$ cat src/rtl/axi_lite_pkg.sv
// Shared AXI4-Lite types, arbiter state encoding and the
// round-robin pick helper used by axi_lite_rr_arbiter.
package axi_lite_pkg;

  typedef logic [31:0] addr_t;
  typedef logic [31:0] data_t;
  typedef logic [3:0]  strb_t;
  typedef logic [1:0]  resp_t;

  localparam resp_t RESP_OKAY   = 2'b00;
  localparam resp_t RESP_SLVERR = 2'b10;

  localparam int RR_MAX   = 8;
  localparam int RR_IDX_W = 3;

  typedef enum logic [2:0] {
    IDLE,
    RADDR,
    RDATA,
    WRITE,
    WRESP,
    RSP
  } arb_state_t;

  // Smallest k wins, so last itself has lowest priority.
  function automatic logic [RR_IDX_W-1:0] rr_pick(
    input logic [RR_MAX-1:0]   req,
    input logic [RR_IDX_W-1:0] last,
    input int                  n
  );
    logic [RR_IDX_W-1:0] idx;
    rr_pick = last;
    for (int k = n; k >= 1; k--) begin
      idx = RR_IDX_W'((int'(last) + k) % n);
      if (req[idx]) rr_pick = idx;
    end
  endfunction

endpackage

$ cat src/rtl/axi_lite_if.sv
// AXI4-Lite channel bundle with master and slave views.
interface axi_lite_if;
  import axi_lite_pkg::*;

  logic  awvalid;
  logic  awready;
  addr_t awaddr;
  logic  wvalid;
  logic  wready;
  data_t wdata;
  strb_t wstrb;
  logic  bvalid;
  logic  bready;
  resp_t bresp;
  logic  arvalid;
  logic  arready;
  addr_t araddr;
  logic  rvalid;
  logic  rready;
  data_t rdata;
  resp_t rresp;

  modport master (
    output awvalid, awaddr,
    output wvalid, wdata, wstrb,
    output bready,
    output arvalid, araddr,
    output rready,
    input  awready, wready,
    input  bvalid, bresp,
    input  arready,
    input  rvalid, rdata, rresp
  );

  modport slave (
    input  awvalid, awaddr,
    input  wvalid, wdata, wstrb,
    input  bready,
    input  arvalid, araddr,
    input  rready,
    output awready, wready,
    output bvalid, bresp,
    output arready,
    output rvalid, rdata, rresp
  );

endinterface

$ cat src/rtl/axi_lite_rr_pick.sv
// Combinational round-robin selector: request vector and
// last grant in, winning index and any-request flag out.
module axi_lite_rr_pick
  import axi_lite_pkg::*;
#(
  parameter int NUM_REQ = 4,
  parameter int ID_W    = $clog2(NUM_REQ)
) (
  input  logic [NUM_REQ-1:0] req,
  input  logic [ID_W-1:0]    last,
  output logic [ID_W-1:0]    grant,
  output logic               any_req
);

  logic [RR_MAX-1:0] req_x;

  assign req_x   = RR_MAX'(req);
  assign grant   = ID_W'(rr_pick(req_x, RR_IDX_W'(last), NUM_REQ));
  assign any_req = |req;

endmodule

$ cat src/rtl/axi_lite_rr_arbiter.sv
// Round-robin share of one AXI4-Lite master port; optional
// per-requester statistics under `AXIL_ARB_STATS_EN.
module axi_lite_rr_arbiter
  import axi_lite_pkg::*;
#(
  parameter int NUM_REQ = 4,
  parameter int ID_W    = $clog2(NUM_REQ)
) (
  input  logic               aclk,
  input  logic               areset_n,
  input  logic [NUM_REQ-1:0] req_valid,
  output logic [NUM_REQ-1:0] req_ready,
  input  logic [NUM_REQ-1:0] req_write,
  input  addr_t              req_addr  [NUM_REQ],
  input  data_t              req_wdata [NUM_REQ],
  input  strb_t              req_wstrb [NUM_REQ],
  output logic [NUM_REQ-1:0] rsp_valid,
  output data_t              rsp_rdata,
  output resp_t              rsp_resp,
  output logic               busy,
`ifdef AXIL_ARB_STATS_EN
  output logic [15:0]        txn_count [NUM_REQ],
  output logic [15:0]        err_count,
`endif
  axi_lite_if.master         m_axi_lite
);

  localparam logic [ID_W-1:0] LAST_INIT = ID_W'(NUM_REQ - 1);

  arb_state_t state_q, state_d;
  logic [ID_W-1:0] last_q, last_d;
  logic [ID_W-1:0] gnt_q, gnt_d;
  logic [ID_W-1:0] pick;
  logic            any_req;
  addr_t addr_q, addr_d;
  data_t wdata_q, wdata_d;
  strb_t wstrb_q, wstrb_d;
  data_t rdata_q, rdata_d;
  resp_t resp_q, resp_d;
  logic arvalid_q, arvalid_d;
  logic awvalid_q, awvalid_d;
  logic wvalid_q, wvalid_d;
  logic rready_q, rready_d;
  logic bready_q, bready_d;
  logic aw_done_q, aw_done_d;
  logic w_done_q, w_done_d;
  logic [NUM_REQ-1:0] rsp_valid_q, rsp_valid_d;
  logic aw_hs, w_hs;

  axi_lite_rr_pick #(
    .NUM_REQ (NUM_REQ),
    .ID_W    (ID_W)
  ) u_pick (
    .req     (req_valid),
    .last    (last_q),
    .grant   (pick),
    .any_req (any_req)
  );

  assign aw_hs = awvalid_q & m_axi_lite.awready;
  assign w_hs  = wvalid_q & m_axi_lite.wready;

  always_comb begin
    state_d     = state_q;
    last_d      = last_q;
    gnt_d       = gnt_q;
    addr_d      = addr_q;
    wdata_d     = wdata_q;
    wstrb_d     = wstrb_q;
    rdata_d     = rdata_q;
    resp_d      = resp_q;
    arvalid_d   = arvalid_q;
    awvalid_d   = awvalid_q;
    wvalid_d    = wvalid_q;
    rready_d    = rready_q;
    bready_d    = bready_q;
    aw_done_d   = aw_done_q;
    w_done_d    = w_done_q;
    rsp_valid_d = '0;
    req_ready   = '0;
    unique case (state_q)
      IDLE: begin
        if (any_req && areset_n) begin
          req_ready[pick] = 1'b1;
          gnt_d   = pick;
          last_d  = pick;
          addr_d  = req_addr[pick];
          wdata_d = req_wdata[pick];
          wstrb_d = req_wstrb[pick];
          if (req_write[pick]) begin
            state_d   = WRITE;
            awvalid_d = 1'b1;
            wvalid_d  = 1'b1;
            aw_done_d = 1'b0;
            w_done_d  = 1'b0;
          end else begin
            state_d   = RADDR;
            arvalid_d = 1'b1;
          end
        end
      end
      RADDR: begin
        if (m_axi_lite.arready) begin
          arvalid_d = 1'b0;
          rready_d  = 1'b1;
          state_d   = RDATA;
        end
      end
      RDATA: begin
        if (m_axi_lite.rvalid) begin
          rready_d           = 1'b0;
          rdata_d            = m_axi_lite.rdata;
          resp_d             = m_axi_lite.rresp;
          rsp_valid_d[gnt_q] = 1'b1;
          state_d            = RSP;
        end
      end
      WRITE: begin
        if (aw_hs) begin
          awvalid_d = 1'b0;
          aw_done_d = 1'b1;
        end
        if (w_hs) begin
          wvalid_d = 1'b0;
          w_done_d = 1'b1;
        end
        if ((aw_done_q | aw_hs) && (w_done_q | w_hs)) begin
          bready_d = 1'b1;
          state_d  = WRESP;
        end
      end
      WRESP: begin
        if (m_axi_lite.bvalid) begin
          bready_d           = 1'b0;
          resp_d             = m_axi_lite.bresp;
          rsp_valid_d[gnt_q] = 1'b1;
          state_d            = RSP;
        end
      end
      RSP:     state_d = IDLE;
      default: state_d = IDLE;
    endcase
  end

  always_ff @(posedge aclk) begin
    if (!areset_n) begin
      state_q     <= IDLE;
      last_q      <= LAST_INIT;
      gnt_q       <= '0;
      addr_q      <= '0;
      wdata_q     <= '0;
      wstrb_q     <= '0;
      rdata_q     <= '0;
      resp_q      <= '0;
      arvalid_q   <= 1'b0;
      awvalid_q   <= 1'b0;
      wvalid_q    <= 1'b0;
      rready_q    <= 1'b0;
      bready_q    <= 1'b0;
      aw_done_q   <= 1'b0;
      w_done_q    <= 1'b0;
      rsp_valid_q <= '0;
    end else begin
      state_q     <= state_d;
      last_q      <= last_d;
      gnt_q       <= gnt_d;
      addr_q      <= addr_d;
      wdata_q     <= wdata_d;
      wstrb_q     <= wstrb_d;
      rdata_q     <= rdata_d;
      resp_q      <= resp_d;
      arvalid_q   <= arvalid_d;
      awvalid_q   <= awvalid_d;
      wvalid_q    <= wvalid_d;
      rready_q    <= rready_d;
      bready_q    <= bready_d;
      aw_done_q   <= aw_done_d;
      w_done_q    <= w_done_d;
      rsp_valid_q <= rsp_valid_d;
    end
  end

`ifdef AXIL_ARB_STATS_EN
  always_ff @(posedge aclk) begin
    if (!areset_n) begin
      for (int i = 0; i < NUM_REQ; i++) txn_count[i] <= '0;
      err_count <= '0;
    end else if (state_q == RSP) begin
      if (txn_count[gnt_q] != 16'hFFFF)
        txn_count[gnt_q] <= txn_count[gnt_q] + 16'd1;
      if (resp_q != RESP_OKAY && err_count != 16'hFFFF)
        err_count <= err_count + 16'd1;
    end
  end
`endif

  assign m_axi_lite.arvalid = arvalid_q;
  assign m_axi_lite.araddr  = addr_q;
  assign m_axi_lite.awvalid = awvalid_q;
  assign m_axi_lite.awaddr  = addr_q;
  assign m_axi_lite.wvalid  = wvalid_q;
  assign m_axi_lite.wdata   = wdata_q;
  assign m_axi_lite.wstrb   = wstrb_q;
  assign m_axi_lite.rready  = rready_q;
  assign m_axi_lite.bready  = bready_q;

  assign rsp_valid = rsp_valid_q;
  assign rsp_rdata = rdata_q;
  assign rsp_resp  = resp_q;
  assign busy      = (state_q != IDLE);

endmodule

$ cat src/flat_wrapper.sv
// flat-port wrapper written by rule: the top's interface ports become plain ports
module axi_lite_rr_arbiter_flat import axi_lite_pkg::*;
#(
  parameter int NUM_REQ = 4,
  parameter int ID_W    = $clog2(NUM_REQ)
)
  (aclk, areset_n, req_valid, req_ready, req_write, req_addr, req_wdata, req_wstrb, rsp_valid, rsp_rdata, rsp_resp, busy, m_axi_lite_awvalid, m_axi_lite_awaddr, m_axi_lite_wvalid, m_axi_lite_wdata, m_axi_lite_wstrb, m_axi_lite_bready, m_axi_lite_arvalid, m_axi_lite_araddr, m_axi_lite_rready, m_axi_lite_awready, m_axi_lite_wready, m_axi_lite_bvalid, m_axi_lite_bresp, m_axi_lite_arready, m_axi_lite_rvalid, m_axi_lite_rdata, m_axi_lite_rresp);
  axi_lite_if m_axi_lite_i ();
  input  logic aclk;
  input  logic areset_n;
  input  logic [NUM_REQ-1:0] req_valid;
  output logic [NUM_REQ-1:0] req_ready;
  input  logic [NUM_REQ-1:0] req_write;
  input  addr_t req_addr[NUM_REQ];
  input  data_t req_wdata[NUM_REQ];
  input  strb_t req_wstrb[NUM_REQ];
  output logic [NUM_REQ-1:0] rsp_valid;
  output data_t rsp_rdata;
  output resp_t rsp_resp;
  output logic busy;
  output wire logic [$bits(m_axi_lite_i.awvalid)-1:0] m_axi_lite_awvalid;
  output wire logic [$bits(m_axi_lite_i.awaddr)-1:0] m_axi_lite_awaddr;
  output wire logic [$bits(m_axi_lite_i.wvalid)-1:0] m_axi_lite_wvalid;
  output wire logic [$bits(m_axi_lite_i.wdata)-1:0] m_axi_lite_wdata;
  output wire logic [$bits(m_axi_lite_i.wstrb)-1:0] m_axi_lite_wstrb;
  output wire logic [$bits(m_axi_lite_i.bready)-1:0] m_axi_lite_bready;
  output wire logic [$bits(m_axi_lite_i.arvalid)-1:0] m_axi_lite_arvalid;
  output wire logic [$bits(m_axi_lite_i.araddr)-1:0] m_axi_lite_araddr;
  output wire logic [$bits(m_axi_lite_i.rready)-1:0] m_axi_lite_rready;
  input wire logic [$bits(m_axi_lite_i.awready)-1:0] m_axi_lite_awready;
  input wire logic [$bits(m_axi_lite_i.wready)-1:0] m_axi_lite_wready;
  input wire logic [$bits(m_axi_lite_i.bvalid)-1:0] m_axi_lite_bvalid;
  input wire logic [$bits(m_axi_lite_i.bresp)-1:0] m_axi_lite_bresp;
  input wire logic [$bits(m_axi_lite_i.arready)-1:0] m_axi_lite_arready;
  input wire logic [$bits(m_axi_lite_i.rvalid)-1:0] m_axi_lite_rvalid;
  input wire logic [$bits(m_axi_lite_i.rdata)-1:0] m_axi_lite_rdata;
  input wire logic [$bits(m_axi_lite_i.rresp)-1:0] m_axi_lite_rresp;
  assign m_axi_lite_awvalid = m_axi_lite_i.awvalid;
  assign m_axi_lite_awaddr = m_axi_lite_i.awaddr;
  assign m_axi_lite_wvalid = m_axi_lite_i.wvalid;
  assign m_axi_lite_wdata = m_axi_lite_i.wdata;
  assign m_axi_lite_wstrb = m_axi_lite_i.wstrb;
  assign m_axi_lite_bready = m_axi_lite_i.bready;
  assign m_axi_lite_arvalid = m_axi_lite_i.arvalid;
  assign m_axi_lite_araddr = m_axi_lite_i.araddr;
  assign m_axi_lite_rready = m_axi_lite_i.rready;
  assign m_axi_lite_i.awready = m_axi_lite_awready;
  assign m_axi_lite_i.wready = m_axi_lite_wready;
  assign m_axi_lite_i.bvalid = m_axi_lite_bvalid;
  assign m_axi_lite_i.bresp = m_axi_lite_bresp;
  assign m_axi_lite_i.arready = m_axi_lite_arready;
  assign m_axi_lite_i.rvalid = m_axi_lite_rvalid;
  assign m_axi_lite_i.rdata = m_axi_lite_rdata;
  assign m_axi_lite_i.rresp = m_axi_lite_rresp;
  axi_lite_rr_arbiter #(.NUM_REQ(NUM_REQ), .ID_W(ID_W)) u_core (.aclk(aclk), .areset_n(areset_n), .req_valid(req_valid), .req_ready(req_ready), .req_write(req_write), .req_addr(req_addr), .req_wdata(req_wdata), .req_wstrb(req_wstrb), .rsp_valid(rsp_valid), .rsp_rdata(rsp_rdata), .rsp_resp(rsp_resp), .busy(busy), .m_axi_lite(m_axi_lite_i));
endmodule
$ cat config.mk
export PLATFORM = sky130hd
export DESIGN_NAME = axi_lite_rr_arbiter_flat
export DESIGN_NICKNAME = d
export VERILOG_FILES = /design/src/rtl/axi_lite_pkg.sv /design/src/rtl/axi_lite_if.sv /design/src/rtl/axi_lite_rr_pick.sv /design/src/rtl/axi_lite_rr_arbiter.sv /design/src/flat_wrapper.sv
export SDC_FILE = /design/constraint.sdc
export NUM_CORES = 1
export LEC_CHECK = 0
export ABC_CLOCK_PERIOD_IN_PS = 2200
export CAP_MARGIN = 10
export CORE_AREA = 5 5 180 182
export CTS_CLUSTER_DIAMETER = 200
export DETAILED_ROUTE_END_ITERATION = 16
export DIE_AREA = 0 0 185 187
export HOLD_SLACK_MARGIN = 0.05
export SKIP_LAST_GASP = 1
export SLEW_MARGIN = 0
export SYNTH_ARGS = -nofsm -noshare
export SYNTH_HDL_FRONTEND = slang
export SYNTH_SLANG_ARGS = --single-unit
$ cat constraint.sdc
create_clock -name aclk -period 2.2 [get_ports aclk]
set_input_delay 0.44 -clock aclk [delete_from_list [all_inputs] [get_ports aclk]]
set_output_delay 0.44 -clock aclk [all_outputs]
set_load 0.03 [all_outputs]
== Word level (Yosys, flattened, before mapping) ==
Index checks and enable logic that the tools add are counted.
W data, S select, Z words.
Cells by class
  add/subtract/negate cells: 4
  $mul: 0
  div/mod/pow operators: 0
  magnitude comparators: 9
  eq/ne operators: 13
  shift operators: 0
  multiplexer cells: 64
  bitwise operators: 9
  reduce and logical (&&, ||, !) cells: 25
Operator list (count)
  $bmux W32 S2: 2
  $mux W32: 4
  $mux W4: 6
  $mux W1: 22
  $lt A3 B4 Y1 const B: 4
  $mux W3: 5
  $pmux W3 S5: 1
  $mux W2: 7
  $pmux W1 S2: 7
  $bmux W1 S3: 4
  $reduce_and A4 Y1: 3
  $ne A2 B1 Y1 const B: 5
  $reduce_bool A2 Y1: 5
  $reduce_and A3 Y1: 3
  $bmux W4 S2: 1
  $ne A2 B2 Y1 const B: 4
  $pmux W4 S2: 1
  $reduce_or A2 Y1: 4
  $eq A3 B2 Y1 const B: 2
  $lt A2 B3 Y1 const B: 2
  $reduce_and A5 Y1: 1
  $add A2 B1 Y2 const B: 2
  $add A2 B2 Y2 const B: 2
  $and A1 B1 Y1 const A: 4
  15 further kinds: 23
Word-level totals
  bits in registers: 120
  bits in latches: 0
  bits in writable memories: 0
  ROM bits: 0
  input port bits: 323
  output and inout port bits: 148
  memories: 0

== Logic depth before layout (Yosys ltp) ==
  depth in word-level cells: 15
  depth in mapped cells: 8
  mapped depth without buffers: 6

== Modules after synthesis ==
Synthesis repeated with hierarchy kept, for this count alone.
Unflattened totals
  cells, all modules: 670
  area, all modules: 6421.2 um^2
Modules (own cells, without submodules)
  axi_lite_rr_arbiter: times used 1, cells each 656, area an instance 6338.6 um^2
  axi_lite_rr_pick: times used 1, cells each 14, area an instance 82.6 um^2

== Worst setup path before layout ==
No wires, ideal clock.
  kind: input to output
  start: input req_valid[3]
  end: output req_ready[0]
  arrival: 1.724 ns
  path slack: 0.036 ns
  stages on the path: 6
  buffers on the path: 2
  path through: nand2b_1 o21ai_1 a221o_1 buf_4 clkbuf_1 nor2_1
Between the ends
  word-level cells in the longest chain between the ends: 12
  elaborated cells between the ends (all ways): 21
RTL lines
  from (decl): line flat_wrapper.sv:11  | input logic [NUM_REQ-1:0] req_valid;
  $bmux W1 S3: line axi_lite_pkg.sv:35  | if (req[idx]) rr_pick = idx;
  $mux W1 (not written as such): line axi_lite_pkg.sv:35
  $mux W2 (4 in series): line axi_lite_pkg.sv:35
  $lt A2 B3 Y1 (not written as such) / $ge A2 B1 Y1 (equally long branches): line axi_lite_rr_arbiter.sv:84  | req_ready[pick] = 1'b1;
  $logic_and A1 B1 Y1 (not written as such): line axi_lite_rr_arbiter.sv:84
  $mux W1 (not written as such): line axi_lite_rr_arbiter.sv:84
  $demux W1 S2
  $mux W4 *: line axi_lite_rr_arbiter.sv:83  | if (any_req && areset_n) begin
  $mux W4 *: line axi_lite_rr_arbiter.sv:81  | unique case (state_q)
  to (decl): line flat_wrapper.sv:12  | output logic [NUM_REQ-1:0] req_ready;
Every way passes the cells marked *; elsewhere a longest branch is shown, timed or not. The select of a mux whose other input is x is not followed.

== Final worst setup path ==
  start: input req_valid[3]
  end: output req_ready[2]
The elaborated chain is that of the path after synthesis.

==> results.sh <==
export IMPL_cts_buffers=17
export IMPL_finalWorstSetupSlack_ps=-23.42
export IMPL_num_vias=8109
export IMPL_dr_pass1_iters=4
export IMPL_clock_sinks=120
export IMPL_final_max_slew_viol_count=0
export IMPL_syn2layout_area_growth_pct=90.43
export IMPL_crit_slowest_cell="a221o_4"
export IMPL_hold_path_depth=2
export IMPL_cp_end_kind="output port"
export IMPL_hold_end="u_core.rsp_rdata[10]$_SDFFE_PN0P_"
export IMPL_synth_cell_type_count=41
export IMPL_dp_slack_ps=-1077
export IMPL_regToRegSetupSlack_ps=150
export IMPL_drc=0
export IMPL_routed_wl_um=31860
export IMPL_layout_common_cells="460 x clkdlybuf4s50_1, 348 x nand2_1, 117 x dfxtp_1"
export IMPL_totalNegativeSetupSlack_ps=-23.79
export IMPL_seq_area_frac_synth_pct=36.47
export IMPL_clkTransAtPathRegs_ps=60
export IMPL_layout_nets=1700
export IMPL_avgSynthCellArea_um2=7.091
export IMPL_hpwl_um=24130
export IMPL_cp_max_fo=4
export IMPL_r2r_start="u_core.last_q[0]$_SDFFE_PN1P_"
export IMPL_drive_above_1_share_pct=11.15
export IMPL_numPortBuffers=470
export IMPL_antenna_found_initial=1
export IMPL_rsz0062_at_grt="true"
export IMPL_hold_worst_slack_ps=452.0
export IMPL_clk_latency_ps=420
export IMPL_cts_hold_buf=0
export IMPL_routabilityCongestion=0.8492
export IMPL_fmax_mhz=449.8
export IMPL_finalPower_w=0.01474
export IMPL_grt_total_usage_pct=17.48
export IMPL_startpoint_type="input pin"
export IMPL_cp_data_arrival_time_ps=1780
export IMPL_maxCapViolCount=0
export IMPL_critPathMaxStageDelay_ps=390
export IMPL_ys_seq_elements=120
export IMPL_powerDensity_nw_per_um2=1175
export IMPL_outcome="complete, but fails checks"
export IMPL_utilization_pct=41.23
export IMPL_grt_pass1_vias=8362
export IMPL_grt_max_degree=46
export IMPL_die_area_um2=34600
export IMPL_synth_edf_count=0
export IMPL_coreArea_um2=30430
export IMPL_rr_worst_depth=9
export IMPL_ant_nets=0
export IMPL_syn_cell_area_um2=6588
export IMPL_ir_drop_uv=579.7
export IMPL_boundaryPins=471
export IMPL_finClkSkew_ps=12.78
export IMPL_wl_per_cell_um=17.83
export IMPL_initial_utilization_pct=21.65
export IMPL_violations="setup timing"
export IMPL_grt_pass1_wl_um=47840
export IMPL_reg2reg_to="u_core.m_axi_lite.wdata[26]$_SDFFE_PN0P_"
export IMPL_fin_crit_sh_pct=101.1
export IMPL_final_common_cell="clkdlybuf4s50_1"
export IMPL_cts_buffer_depth=2
export IMPL_cp_required_ps=1760
export IMPL_viasPerCell=4.538
export IMPL_netlist_instances=929
export IMPL_postSynth_asyncResetShare_pct=0
export IMPL_cts_tree="yes"
export IMPL_criticalPathCategory="in -> out"
export IMPL_fp_dieH_um=187
export IMPL_worstMarginPinSlew_ps=679.5
export IMPL_hold_viol_final=0
export IMPL_slew_limit_headroom_pct=54.61
export IMPL_hold_class="reg -> reg"
export IMPL_path_cells="clkdlybuf4s15_2, buf_4, nand2b_1, a21oi_2, a221o_4, buf_12, nor2_4, buf_6"
export IMPL_fin_crit_ps=2223
export IMPL_grt_overflow_total=0
export IMPL_cts_root_buf="clkbuf_16"
export IMPL_die_x_um=185
export IMPL_drt_iter0_markers=289
export IMPL_synth_nets=1252
export IMPL_ys_warn_count=0
export IMPL_min_from="u_core.rsp_rdata[10]$_SDFFE_PN0P_"
export IMPL_row_count=64
export IMPL_leakagePower_nw=5.293
export IMPL_synth_flop_cell="dfxtp_1"
export IMPL_htreeDepth=4
export IMPL_finalSetupViolations=2
routing by layer:
layer / GRT usage (%) / up-vias / part of all wire, %
met3: 4.881 / 25 / 7.9
met1: 20.09 / 3750 / 39
li1: - / 4012 / -
met2: 31.75 / 322 / 51
met4: 4.376 / 0 / 1.8
met5: 0 / - / 0
state kept, by name, summed over array words and instances (netlist names), 2 cells and up:
| signal | cells |
|---|---|
| u_core.m_axi_lite.araddr | 32 |
| u_core.m_axi_lite.wdata | 32 |
| u_core.rsp_rdata | 32 |
| u_core.m_axi_lite.wstrb | 4 |
| u_core.rsp_valid | 4 |
| u_core.state_q | 3 |
| u_core.gnt_q | 2 |
| u_core.last_q | 2 |
| u_core.rsp_resp | 2 |
metrics by stage:
| stage | area, um^2 | cells |
|---|---|---|
| 2_1_floorplan | 6588 | 929 |
| 3_3_place_gp | 11720 | 1739 |
| 3_5_place_dp | 11720 | 1739 |
| 4_1_cts | 12500 | 1783 |
| 5_1_grt | 12540 | 1787 |
| 6_report | 12540 | 1787 |
cells by family after synthesis:
group                  share of synthesized area [%]
AND/OR/NAND/NOR                                31.57
multiplexers                                  0.1520
buffers and inverters                          9.516
AO/OA/AOI/OAI                                  22.30
flip-flops                                     36.47
report_power, final:
| group | leakage [nW] | internal (W) | total, W | switching, W |
|---|---|---|---|---|
| Sequential | 0.986 | 0.00279 | 0.00324 | 0.000445 |
| Clock | 0.294 | 0.00183 | 0.00297 | 0.00114 |
| Combinational | 4.01 | 0.00377 | 0.00854 | 0.00476 |
worst max-delay path, delay by kind of cell:
kind / cells / cell delay, ps
buffers and inverters: 4 / 660
AND/OR/NAND/NOR: 2 / 190
AO/OA/AOI/OAI: 2 / 480
how the worst max path moves through the flow:
stage,startpoint,endpoint,slack [ps],depth (start not counted)
floorplan,req_valid[3],req_ready[0],40,6
global placement,req_valid[2],u_core.last_q[1]$_SDFFE_PN1P_,-960,5
detailed placement,req_valid[2],u_core.last_q[1]$_SDFFE_PN1P_,-1080,5
CTS,u_core.last_q[0]$_SDFFE_PN1P_,req_ready[1],-50,7
global route,u_core.last_q[0]$_SDFFE_PN1P_,req_ready[2],-90,6
finish,req_valid[3],req_ready[2],-20,8
cell usage after synthesis, types with 9 or more instances:
library cell  instances  area, um^2
a21boi_1             21       157.7
clkbuf_1             26       97.59
buf_4                34       255.2
nand2_1             349        1310
a21oi_1              84       420.4
and3_1               34       212.7
dfxtp_1             120        2402
nand3_1              66       330.3
buf_2                33       165.2
a21boi_0             15       112.6
a211o_1              38       332.8
o21ai_0               9       45.04
nor2_1               12       45.04
a31o_2               31       271.5
cell type report:
| type | count | area [um^2] |
|---|---|---|
| clock inverters | 13 | 167.7 |
| fillers | 3151 | 17880 |
| diodes | 1 | 2.502 |
| well taps | 396 | 495.5 |
| flip-flops and latches | 120 | 2406 |
| repair buffers | 533 | 5316 |
| multi-input cells | 702 | 3702 |
| clock buffers | 19 | 442.9 |
| inverters | 3 | 11.26 |
what timing repair did:
item                                    CTS  global route
endpoints found under the setup margin   82            23
gates resized for setup                  27             6
buffers inserted                         11             3
cloned                                    1             0
pin swaps                                 8             5
No activity file was read; power rests on OpenSTA's default activity.
